### src/rtl/hilo_muldiv_unit.sv
// hilo_muldiv_unit: iterative mult/div that owns the HI/LO registers.
// Radix-2 shift-add multiply and restoring divide, one bit per clock.
module hilo_muldiv_unit #(
  parameter int WIDTH = 32
) (
  input  logic             clk,
  input  logic             rst,
  input  logic             start,
  input  logic [1:0]       op,
  input  logic [WIDTH-1:0] read_data_1,
  input  logic [WIDTH-1:0] read_data_2,
  input  logic             mthi,
  input  logic             mtlo,
  input  logic [WIDTH-1:0] wdata,
  output logic             busy,
  output logic             done,
  output logic [WIDTH-1:0] hi,
  output logic [WIDTH-1:0] lo,
  output logic             div_by_zero
);

  localparam int CW = (WIDTH > 1) ? $clog2(WIDTH) : 1;

  typedef enum logic [1:0] {
    IDLE,
    RUN,
    FIX
  } state_t;

  state_t          state;
  logic [CW-1:0]   cnt;
  logic            is_div;
  logic            neg_q;
  logic            neg_r;
  logic            dbz;
  logic [WIDTH-1:0] acc;
  logic [WIDTH-1:0] mq;
  logic [WIDTH-1:0] opb;

  logic             a_neg;
  logic             b_neg;
  logic [WIDTH-1:0] a_mag;
  logic [WIDTH-1:0] b_mag;
  logic             rt_zero;

  logic [WIDTH:0]   mul_sum;
  logic [WIDTH:0]   div_shift;
  logic             div_ge;
  logic [WIDTH-1:0] div_rem;
  logic [WIDTH-1:0] acc_nx;
  logic [WIDTH-1:0] mq_nx;

  logic [2*WIDTH-1:0] prod;
  logic [2*WIDTH-1:0] prod_fix;
  logic [WIDTH-1:0]   quo_fix;
  logic [WIDTH-1:0]   rem_fix;

  always_comb begin
    a_neg   = op[0] & read_data_1[WIDTH-1];
    b_neg   = op[0] & read_data_2[WIDTH-1];
    a_mag   = a_neg ? -read_data_1 : read_data_1;
    b_mag   = b_neg ? -read_data_2 : read_data_2;
    rt_zero = (read_data_2 == '0);
  end

  // acc holds the running high product or the partial remainder;
  // mq holds the multiplier or the dividend/quotient bits.
  always_comb begin
    mul_sum   = {1'b0, acc};
    if (mq[0]) begin
      mul_sum = {1'b0, acc} + {1'b0, opb};
    end
    div_shift = {acc, mq[WIDTH-1]};
    div_ge    = (div_shift >= {1'b0, opb});
    div_rem   = div_shift[WIDTH-1:0] - opb;
    acc_nx    = mul_sum[WIDTH:1];
    mq_nx     = {mul_sum[0], mq[WIDTH-1:1]};
    if (is_div) begin
      if (div_ge) begin
        acc_nx = div_rem;
        mq_nx  = {mq[WIDTH-2:0], 1'b1};
      end else begin
        acc_nx = div_shift[WIDTH-1:0];
        mq_nx  = {mq[WIDTH-2:0], 1'b0};
      end
    end
  end

  always_comb begin
    prod     = {acc, mq};
    prod_fix = neg_q ? -prod : prod;
    quo_fix  = neg_q ? -mq : mq;
    rem_fix  = neg_r ? -acc : acc;
  end

  always_ff @(posedge clk) begin
    if (rst) begin
      state       <= IDLE;
      hi          <= '0;
      lo          <= '0;
      busy        <= 1'b0;
      done        <= 1'b0;
      div_by_zero <= 1'b0;
      cnt         <= '0;
      is_div      <= 1'b0;
      neg_q       <= 1'b0;
      neg_r       <= 1'b0;
      dbz         <= 1'b0;
      acc         <= '0;
      mq          <= '0;
      opb         <= '0;
    end else begin
      done <= 1'b0;
      unique case (state)
        IDLE: begin
          if (start) begin
            is_div      <= op[1];
            neg_q       <= a_neg ^ b_neg;
            neg_r       <= a_neg;
            acc         <= '0;
            mq          <= a_mag;
            opb         <= b_mag;
            cnt         <= CW'(WIDTH - 1);
            div_by_zero <= 1'b0;
            busy        <= 1'b1;
            dbz         <= op[1] & rt_zero;
            state       <= (op[1] & rt_zero) ? FIX : RUN;
          end else begin
            if (mthi) hi <= wdata;
            if (mtlo) lo <= wdata;
          end
        end
        RUN: begin
          acc <= acc_nx;
          mq  <= mq_nx;
          cnt <= cnt - 1'b1;
          if (cnt == '0) state <= FIX;
        end
        FIX: begin
          if (dbz) begin
            div_by_zero <= 1'b1;
          end else if (is_div) begin
            hi <= rem_fix;
            lo <= quo_fix;
          end else begin
            hi <= prod_fix[2*WIDTH-1:WIDTH];
            lo <= prod_fix[WIDTH-1:0];
          end
          busy  <= 1'b0;
          done  <= 1'b1;
          state <= IDLE;
        end
        default: state <= IDLE;
      endcase
    end
  end

endmodule

### config.mk
export PLATFORM = sky130hd
export DESIGN_NAME = hilo_muldiv_unit
export DESIGN_NICKNAME = d
export VERILOG_FILES = /design/src/rtl/hilo_muldiv_unit.sv
export SDC_FILE = /design/constraint.sdc
export NUM_CORES = 1
export LEC_CHECK = 0
export ABC_AREA = 1
export CORE_MARGIN = 4
export CORE_UTILIZATION = 25
export DETAILED_ROUTE_END_ITERATION = 7
export PLACE_DENSITY = 0.44
export SLEW_MARGIN = 15
export SYNTH_ARGS = -nofsm -noshare
export SYNTH_HDL_FRONTEND = slang
export SYNTH_SLANG_ARGS = --single-unit
### constraint.sdc
create_clock -name clk -period 7.57 [get_ports clk]
set_input_delay 1.1355 -clock clk [delete_from_list [all_inputs] [get_ports clk]]
set_output_delay 1.1355 -clock clk [all_outputs]
set_load 0.05 [all_outputs]
### After elaboration in Yosys (flattened, before gate mapping)

Index checks and enable logic that the tools add are counted.

| word-level totals | value |
|---|---|
| flip-flop bits (word level) | 174 |
| bits of input ports | 103 |
| output and inout bits | 67 |
| word-level logic and storage cells | 84 |

| cells by class | value |
|---|---|
| add/subtract/negate cells | 8 |
| order comparisons | 1 |
| eq/ne operators | 9 |
| muxes and demuxes | 36 |
| bitwise logic cells | 4 |
| reductions and logical operators | 12 |

Operators with widths:

| cell | count |
|---|---|
| two-way mux 32 bit | 17 |
| case mux 32 bit (2 select lines) | 4 |
| negation 32 bit | 4 |
| two-way mux 64 bit | 1 |
| negation 64 bit | 1 |
| adder 32 x 32 -> 33 bit | 1 |
| greater-or-equal comparator 33 x 32 -> 1 bit | 1 |
| two-way mux 33 bit | 1 |
| zero test 32 bit | 1 |
| subtractor 32 bit | 1 |
| inequality test 2 bit (second input constant) | 7 |
| case mux 5 bit (2 select lines) | 1 |
| AND reduction 2 bit | 4 |
| AND reduction 4 bit | 2 |
| two-way mux 2 bit | 3 |
| zero test 5 bit | 1 |
| two-way mux 1 bit | 5 |
| two-way mux 5 bit | 1 |
| subtractor 5 x 1 -> 5 bit (second input constant) | 1 |
| case mux 1 bit (2 select lines) | 2 |
| case mux 2 bit (2 select lines) | 1 |
| nonzero test 2 bit | 2 |
| bitwise AND 1 bit | 3 |
| AND reduction 3 bit | 1 |
| other kinds (4) | 4 |

### Logic depth before layout (Yosys ltp)

Gate-level depths: netlist of the first run.

| depth | value |
|---|---|
| depth after elaboration | 5 |
| depth in mapped cells | 18 |
| mapped depth without buffers | 18 |

### Worst setup path after synthesis of the first run

OpenSTA, ideal clock, no wires.

| timing | value |
|---|---|
| path kind | in2reg |
| from | input port read_data_2[0] |
| to | register opb[28] |
| library setup time | 115 ps |
| data arrival time | 2522 ps |
| required time | 7455 ps |
| setup slack | 4932 ps |
| stages on the path | 10 |
| path through | inv_1 ha_1 nand3_1 nor2_1 nand3_1 nor4_1 a21oi_1 xor2_1 o21ai_0 inv_1 |

| on the way | value |
|---|---|
| cells in the longest elaborated chain, start to end | 2 |

RTL lines:

| what | RTL line | source |
|---|---|---|
| start, declared | 11 | `input logic [WIDTH-1:0] read_data_2,` |
| negation 32 bit | 62 | `b_mag = b_neg ? -read_data_2 : read_data_2;` |
| two-way mux 32 bit | 62 |  |
| end signal, assigned | 122 | `opb <= b_mag;` |
| end, declared | 38 | `logic [WIDTH-1:0] opb;` |

Every way passes these cells.
A chain may end at the register's enable or synchronous reset.

### Final worst setup path of the first run

| timing | value |
|---|---|
| from | input port op[0] |
| to | register mq[25] |

| on the way | value |
|---|---|
| cells in the longest elaborated chain, start to end | 4 |

RTL lines:

| what | RTL line | source |
|---|---|---|
| start, declared | 9 | `input logic [1:0] op,` |
| bitwise AND 1 bit | 59 | `a_neg = op[0] & read_data_1[WIDTH-1];` |
| two-way mux 32 bit | 61 | `a_mag = a_neg ? -read_data_1 : read_data_1;` |
| two-way mux 32 bit | 116 | `if (start) begin` |
| case mux 32 bit (2 select lines) | 114 | `unique case (state)` |
| end signal, assigned | 121 | `mq <= a_mag;` |
| end signal, assigned | 135 | `mq <= mq_nx;` |
| end, declared | 37 | `logic [WIDTH-1:0] mq;` |

Every way passes these cells. The select of a mux whose other input is x is not followed.

==> results of run 1 <==
-- cells in the final DEF (no fill, tap or decap), types with 18 or more instances in the layout --
| cell type | n |
|---|---|
| ha_1 | 70 |
| nor2_1 | 249 |
| xor2_1 | 30 |
| inv_1 | 443 |
| nand2_1 | 840 |
| nand4_1 | 34 |
| nor2_2 | 18 |
| a21oi_1 | 335 |
| nand3_1 | 313 |
| dfxtp_1 | 173 |
| buf_4 | 30 |
| o21ai_0 | 232 |
| nand3b_1 | 20 |
| clkdlybuf4s50_1 | 168 |
| a31oi_1 | 34 |
| nor3_1 | 34 |
-- power groups by stage --
stage / combinational, mW / clock [mW] / sequential, mW
floorplan: 2.73 / 0 / 1.78
global placement: 4.49 / 0 / 1.57
detailed placement: 4.47 / 0 / 1.57
CTS: 4.48 / 0.999 / 1.55
global route: 4.98 / 1.02 / 1.60
finish: 4.51 / 0.974 / 1.56
-- synth_stat cells, types with 30 or more instances --
library cell | count | share of area [%]
a31oi_1 | 34 | 1.2
inv_1 | 444 | 9.7
nor2_1 | 252 | 5.5
ha_1 | 70 | 5.1
a21oi_1 | 335 | 9.8
nand4_1 | 34 | 1.2
xor2_1 | 30 | 1.5
o21ai_0 | 232 | 6.8
nor3_1 | 34 | 0.99
nand3_1 | 313 | 9.1
clkbuf_1 | 84 | 1.8
dfxtp_1 | 174 | 20
nand2_1 | 840 | 18
-- kinds of logic after synthesis --
group	share of synthesized area (%)
flip-flops	20.3
AO/OA/AOI/OAI	20.4
AND/OR/NAND/NOR	39.1
adder cells (fa/ha/maj)	5.35
XOR/XNOR	1.99
buffers and inverters	12.8
-- metrics by stage --
| step | total power, mW | cells | setup WS, ps | util, % | hold WS, ps |
|---|---|---|---|---|---|
| 5_1_grt | 7.61 | 4067 | 3470 | 30.0 | 498 |
| 2_1_floorplan | 4.51 | 3081 | 4930 | - | 443 |
| 3_3_place_gp | 6.06 | 4035 | 3170 | 29.1 | 461 |
| 4_1_cts | 7.03 | 4067 | 3780 | 30.0 | 473 |
| 6_report | 7.05 | 4067 | 3720 | 30.0 | 473 |
| 3_5_place_dp | 6.03 | 4035 | 3190 | 29.1 | 460 |
-- layout make-up --
| cell class | count | area, sq um |
|---|---|---|
| Timing Repair Buffer | 199 | 1910 |
| Clock inverter | 15 | 184 |
| Inverter | 454 | 1700 |
| Clock buffer | 17 | 425 |
| Multi-Input combinational cell | 2335 | 11500 |
| Sequential cell | 174 | 3490 |
| Tap cell | 873 | 1090 |
| Fill cell | 7773 | 47200 |
-- sequential cells by signal, summed over array words and instances (netlist names) --
signal       cells
acc             32
busy             1
cnt              5
dbz              1
div_by_zero      1
done             1
hi              32
is_div           1
lo              32
mq              32
neg_q            1
neg_r            1
opb             32
state            2
-- critical path, delay by kind of cell --
| family | cells | cell delay (ps) |
|---|---|---|
| compound gates | 4 | 470 |
| simple gates | 3 | 1140 |
| buf+inv | 2 | 1470 |
-- metal layers --
metal	vias to the layer above	track usage, %	wire length, microns	share of wire [%]
met5	-	0	0	0
met4	0	5.17	1600	1.9
met3	66	2.64	3990	4.8
met2	538	34.4	36400	44
met1	9436	31.9	40400	49
li1	10300	-	-	-
-- final timing paths --
check	end	cells past startpoint	start
setup / recovery	mq[25]	9	op[0]
hold / removal	cnt[4]	1	cnt[4]
setup reg to reg	acc[12]	15	acc[7]
hold reg to reg	cnt[4]	1	cnt[4]
==> metrics.txt, run 1 <==
Async SR Flop Fraction=0%; syn avg cell area=5.56 sq um; Synth Register Bits=174; Detail Route Antenna Nets=0; gp weighted congestion=0.934; antenna violations before repair=0; worst setup path category=input pin to flip-flop; Flop pwr share=22.2%; max_cap viols=0; TritonCTS clock tree=built; sequential fraction of the synthesis area=20.3%; Top FF cell, synth=dfxtp_1; Clock Sinks=174; Avg WL per Cell=20.3 microns; setup TNS=0 ps; initial DRC count=1812; slowest CP cell=clkinv_1; R2R Setup Slk=3760 ps; crit-path cells=clkdlybuf4s50_1 > nand2_1 > clkinv_1 > nand2_1 > o21ai_0 > o21ai_0 > a21oi_1 > nor2_1 > a21oi_1; WL final=82.4 mm; drt drc=0; Slew headroom=30.2%; logic gate share of total power=64.0%; Hold-fix buffers, CTS=0; root buf cell=clkbuf_16; synthesized cell area=17100 sq um; initial core utilization=25.4%; Worst Tran Pin Value=1050 ps; Rows=95; total gr overflow=0; # setup viols final=0; clk slew on worst S/H paths=90 ps; Ant. Diodes=0; yosys warns=0; router iterations before antenna repair=6; die area=72800 sq um; VDD IR max=0.194 mV; fmax=260 MHz; Pleak=9.36 nW; hold crit path type=flip-flop to flip-flop; Final Slew Violations=0; post-synth cell types=51; H-tree levels=4; DR vias=20300; vias in the first global route=19000; Syn Nets=3256; GR Util All Layers=21.9%; Die X=270 microns; final worst clock skew=33.5 ps; Post-synth EDFFs=0; # Post-CTS Setup Buffers=0; IO Port Bufs=169; first-pass GRT wire length=123 mm; final hold vios=0; final worst path period need=3850 ps; Post-CTS Resized=0; Num CTS Buffers=17; share of post-route cells with drive strength above 1=3.91%; I/O pin total=170; fin nets=3356; P&R area growth vs syn=18.4%; Final Instance Area=20300 sq um; pwr/cell area=347 nW/um^2; fin crit share=50.8%; Sw Ratio=58.0%; Die H=270 microns; cell-internal power=2.96 mW; crit end category=flip-flop; Clock Power Share=13.8%; DR vias/cell=4.99; Clk Latency, worst-skew pair=510 ps; worst path required time=7950 ps; critical-path maximum fanout=27; Cell Area, Placed=19700 sq um; Max clock buf depth=2; Mapped Cells=3081; unrepaired setup endpoints after global routing=no; crit start category=input pin; Sw Pwr=4.09 mW; crit path DAT=4230 ps; post-detail-place hpwl=64.3 mm; Core Box Area=67500 sq um; outcome=finished, final reports clean; CP max stage delay=920 ps; largest net degree at the start of global routing=94
No activity file was read; power rests on OpenSTA's default activity.
==> inputs of run 2 (changes only) <==
Clock period 7.57 ns to 3.9 ns, I/O delays scaled along.
==> run 2 against run 1 <==
Net effect:
- non-clock buffer count is 28 higher
- via count is 0.61% higher
- cell count increased by 0.69%
- global-route usage up 0.071 points
- first-iteration DRC count grew 5.5%
- setup slack worse by 2800 ps
- sequential share of layout area decreased by 0.16 points
- clock skew shrank 17 ps
- sequential power grew 87%
- count of clock-buffer cells in the layout is 1 higher
==> metrics.txt, run 2 (synthesis results as in run 1) <==
outcome=finished, final reports clean; final worst path period need=3000 ps; Rows=95 (unchanged); Post-CTS Resized=0 (unchanged); final core utilization=30.3% (+0.29 points); multi-input logic area=11500 sq um (unchanged); GR Util All Layers=22.0% (+0.071 points); drt drc=0 (unchanged); final hold vios=0 (unchanged); hold crit path type=flip-flop to flip-flop; gp weighted congestion=0.953 (+2.0%); Critical R2R Launch=acc[5]; crit path DAT=3350 ps (-880 ps); R2R Setup Slk=900 ps (-2860 ps); Hold Path Stages=1 (unchanged); Max clock buf depth=2 (unchanged); H-tree levels=4 (unchanged); most frequent cells in the layout=nand2_1 (840), inv_1 (443), a21oi_1 (335), nand3_1 (313), nor2_1 (249); Die X=270 microns (unchanged); DR vias/cell=4.99 (about the same); crit end category=flip-flop; Clk Latency, worst-skew pair=510 ps (about the same); # Post-CTS Setup Buffers=0 (unchanged); Slew headroom=33.9% (+3.6 points); IO Port Bufs=169 (unchanged); logic gate share of total power=65.6% (+1.6 points); setup TNS=0 ps (unchanged); unrepaired setup endpoints after global routing=no; clk slew on worst S/H paths=80 ps (about the same); Sw Ratio=57.6% (-0.42 points); WL final=82.2 mm (-0.20%); final worst clock skew=16.6 ps (-16.9 ps); share of post-route cells with drive strength above 1=4.72% (+0.81 points); Hold-fix buffers, CTS=0 (unchanged); TritonCTS clock tree=built; pwr/cell area=670 nW/um^2 (+93%); Clock Power Share=13.2% (-0.6 points); antenna violations before repair=1 (+1); Hold EP=cnt[4]; Place WS=801 ps (-2390 ps); max_cap viols=0 (unchanged); slack of the critical path=895 ps (-2830 ps); total gr overflow=0 (unchanged); Pleak=9.49 nW (+1.5%); Avg WL per Cell=20.1 microns (-0.88%); Sw Pwr=7.90 mW (+93%); commonest non-fill, non-tap cell in the layout=nand2_1; DR vias=20400 (+0.61%); fmax=333 MHz; initial core utilization=25.4% (unchanged); post-detail-place hpwl=65.4 mm (+1.7%); die area=72800 sq um (unchanged); largest net degree at the start of global routing=64 (-32%); Clock Sinks=174 (unchanged); Reg2Reg Depth=15 (unchanged); Flop pwr share=21.2% (-1.0 points); worst path required time=4240 ps (-3710 ps); Num CTS Buffers=17 (unchanged); router iterations before antenna repair=7 (+1); vias in the first global route=19200 (+1.1%); fin crit share=77.0%; VDD IR max=0.389 mV (+100%); cell-internal power=5.82 mW (+97%); Die H=270 microns (unchanged); origin of the worst min-delay path=cnt[4]; P&R area growth vs syn=19.5%; Detail Route Antenna Nets=0 (unchanged); first-pass GRT wire length=123 mm (-0.34%); Core Box Area=67500 sq um (unchanged); I/O pin total=170 (unchanged); crit start category=flip-flop; critical-path maximum fanout=12 (-56%); minimum hold slack=479 ps (+5.35 ps); initial DRC count=1911 (+5.5%); # fillers=7797 (+0.31%); Worst Tran Pin Value=991 ps (-54.6 ps); root buf cell=clkbuf_16; worst setup path category=flip-flop to flip-flop; Final Slew Violations=0 (unchanged); RR Endpoint=acc[12]; # setup viols final=0 (unchanged); fin nets=3384 (+0.83%); Register Area=3490 sq um (unchanged)
[run 2: changes by cell type in the layout (fill, tap and decap cells not counted), moves of 2 or more]
cell,previous run,this run
buf_4,30,57
clkinv_8,5,2
inv_6,1,3
inv_8,5,3
[run 2: worst max path at each step]
stage	cells after the start	endpoint	from	slack [ps]
after global placement	12	opb[26]	read_data_2[0]	800
final	15	acc[12]	acc[5]	900
after detailed placement	12	opb[26]	read_data_2[1]	800
after CTS	15	acc[12]	acc[5]	920
after global routing	15	acc[15]	acc[5]	680
after floorplan	15	hi[18]	mq[0]	1490
[run 2: critical path, cell delays in order (launching register included)]
cell and delay [ps]:
dfxtp_1 590, ha_1 360, nand2_1 80, nand2_1 70
nand2_1 70, nand2_1 110, inv_1 80, nand3_1 200
nand2_1 160, nand3_2 90, nand2_2 110, nand2_4 60
nor2_2 500, nand2_1 160, nand3_1 120, a21oi_1 70
[run 2: per-stage QoR]
| stage | power [mW] | instance area, sq um | cells |
|---|---|---|---|
| after floorplan | 8.75 | 17100 | 3081 |
| after global placement | 11.9 | 19900 | 4063 |
| after detailed placement | 11.8 | 19900 | 4063 |
| after CTS | 13.7 | 20500 | 4094 |
| after global routing | 14.8 | 20500 | 4095 |
| final | 13.7 | 20500 | 4095 |
[run 2: area by class of cell]
type                            instances  share of cell area (%)
Clock buffer                           18                    2.20
Multi-Input combinational cell       2335                    56.0
Inverter                              454                    8.33
Antenna cell                            1                  0.0122
Tap cell                              873                    5.34
Sequential cell                       174                    17.0
Timing Repair Buffer                  227                    10.4
Clock inverter                         13                   0.617
[run 2: metal layers]
layer / part of all wire (%) / GRT usage, % / routed length (microns)
met1: 47 / 31.2 / 38800
met2: 43 / 33.1 / 35200
met3: 6.5 / 4.14 / 5340
met4: 3.5 / 7.97 / 2860
met5: 0 / 0 / 0
[run 2: power by group through the flow]
| stage | clock network (mW) | registers, mW | logic [mW] |
|---|---|---|---|
| detailed placement | 0 | 2.92 | 8.87 |
| global route | 1.92 | 2.98 | 9.92 |
| finish | 1.81 | 2.91 | 9.00 |
| CTS | 1.86 | 2.89 | 8.91 |
| global placement | 0 | 2.94 | 8.93 |
| floorplan | 0 | 3.46 | 5.29 |
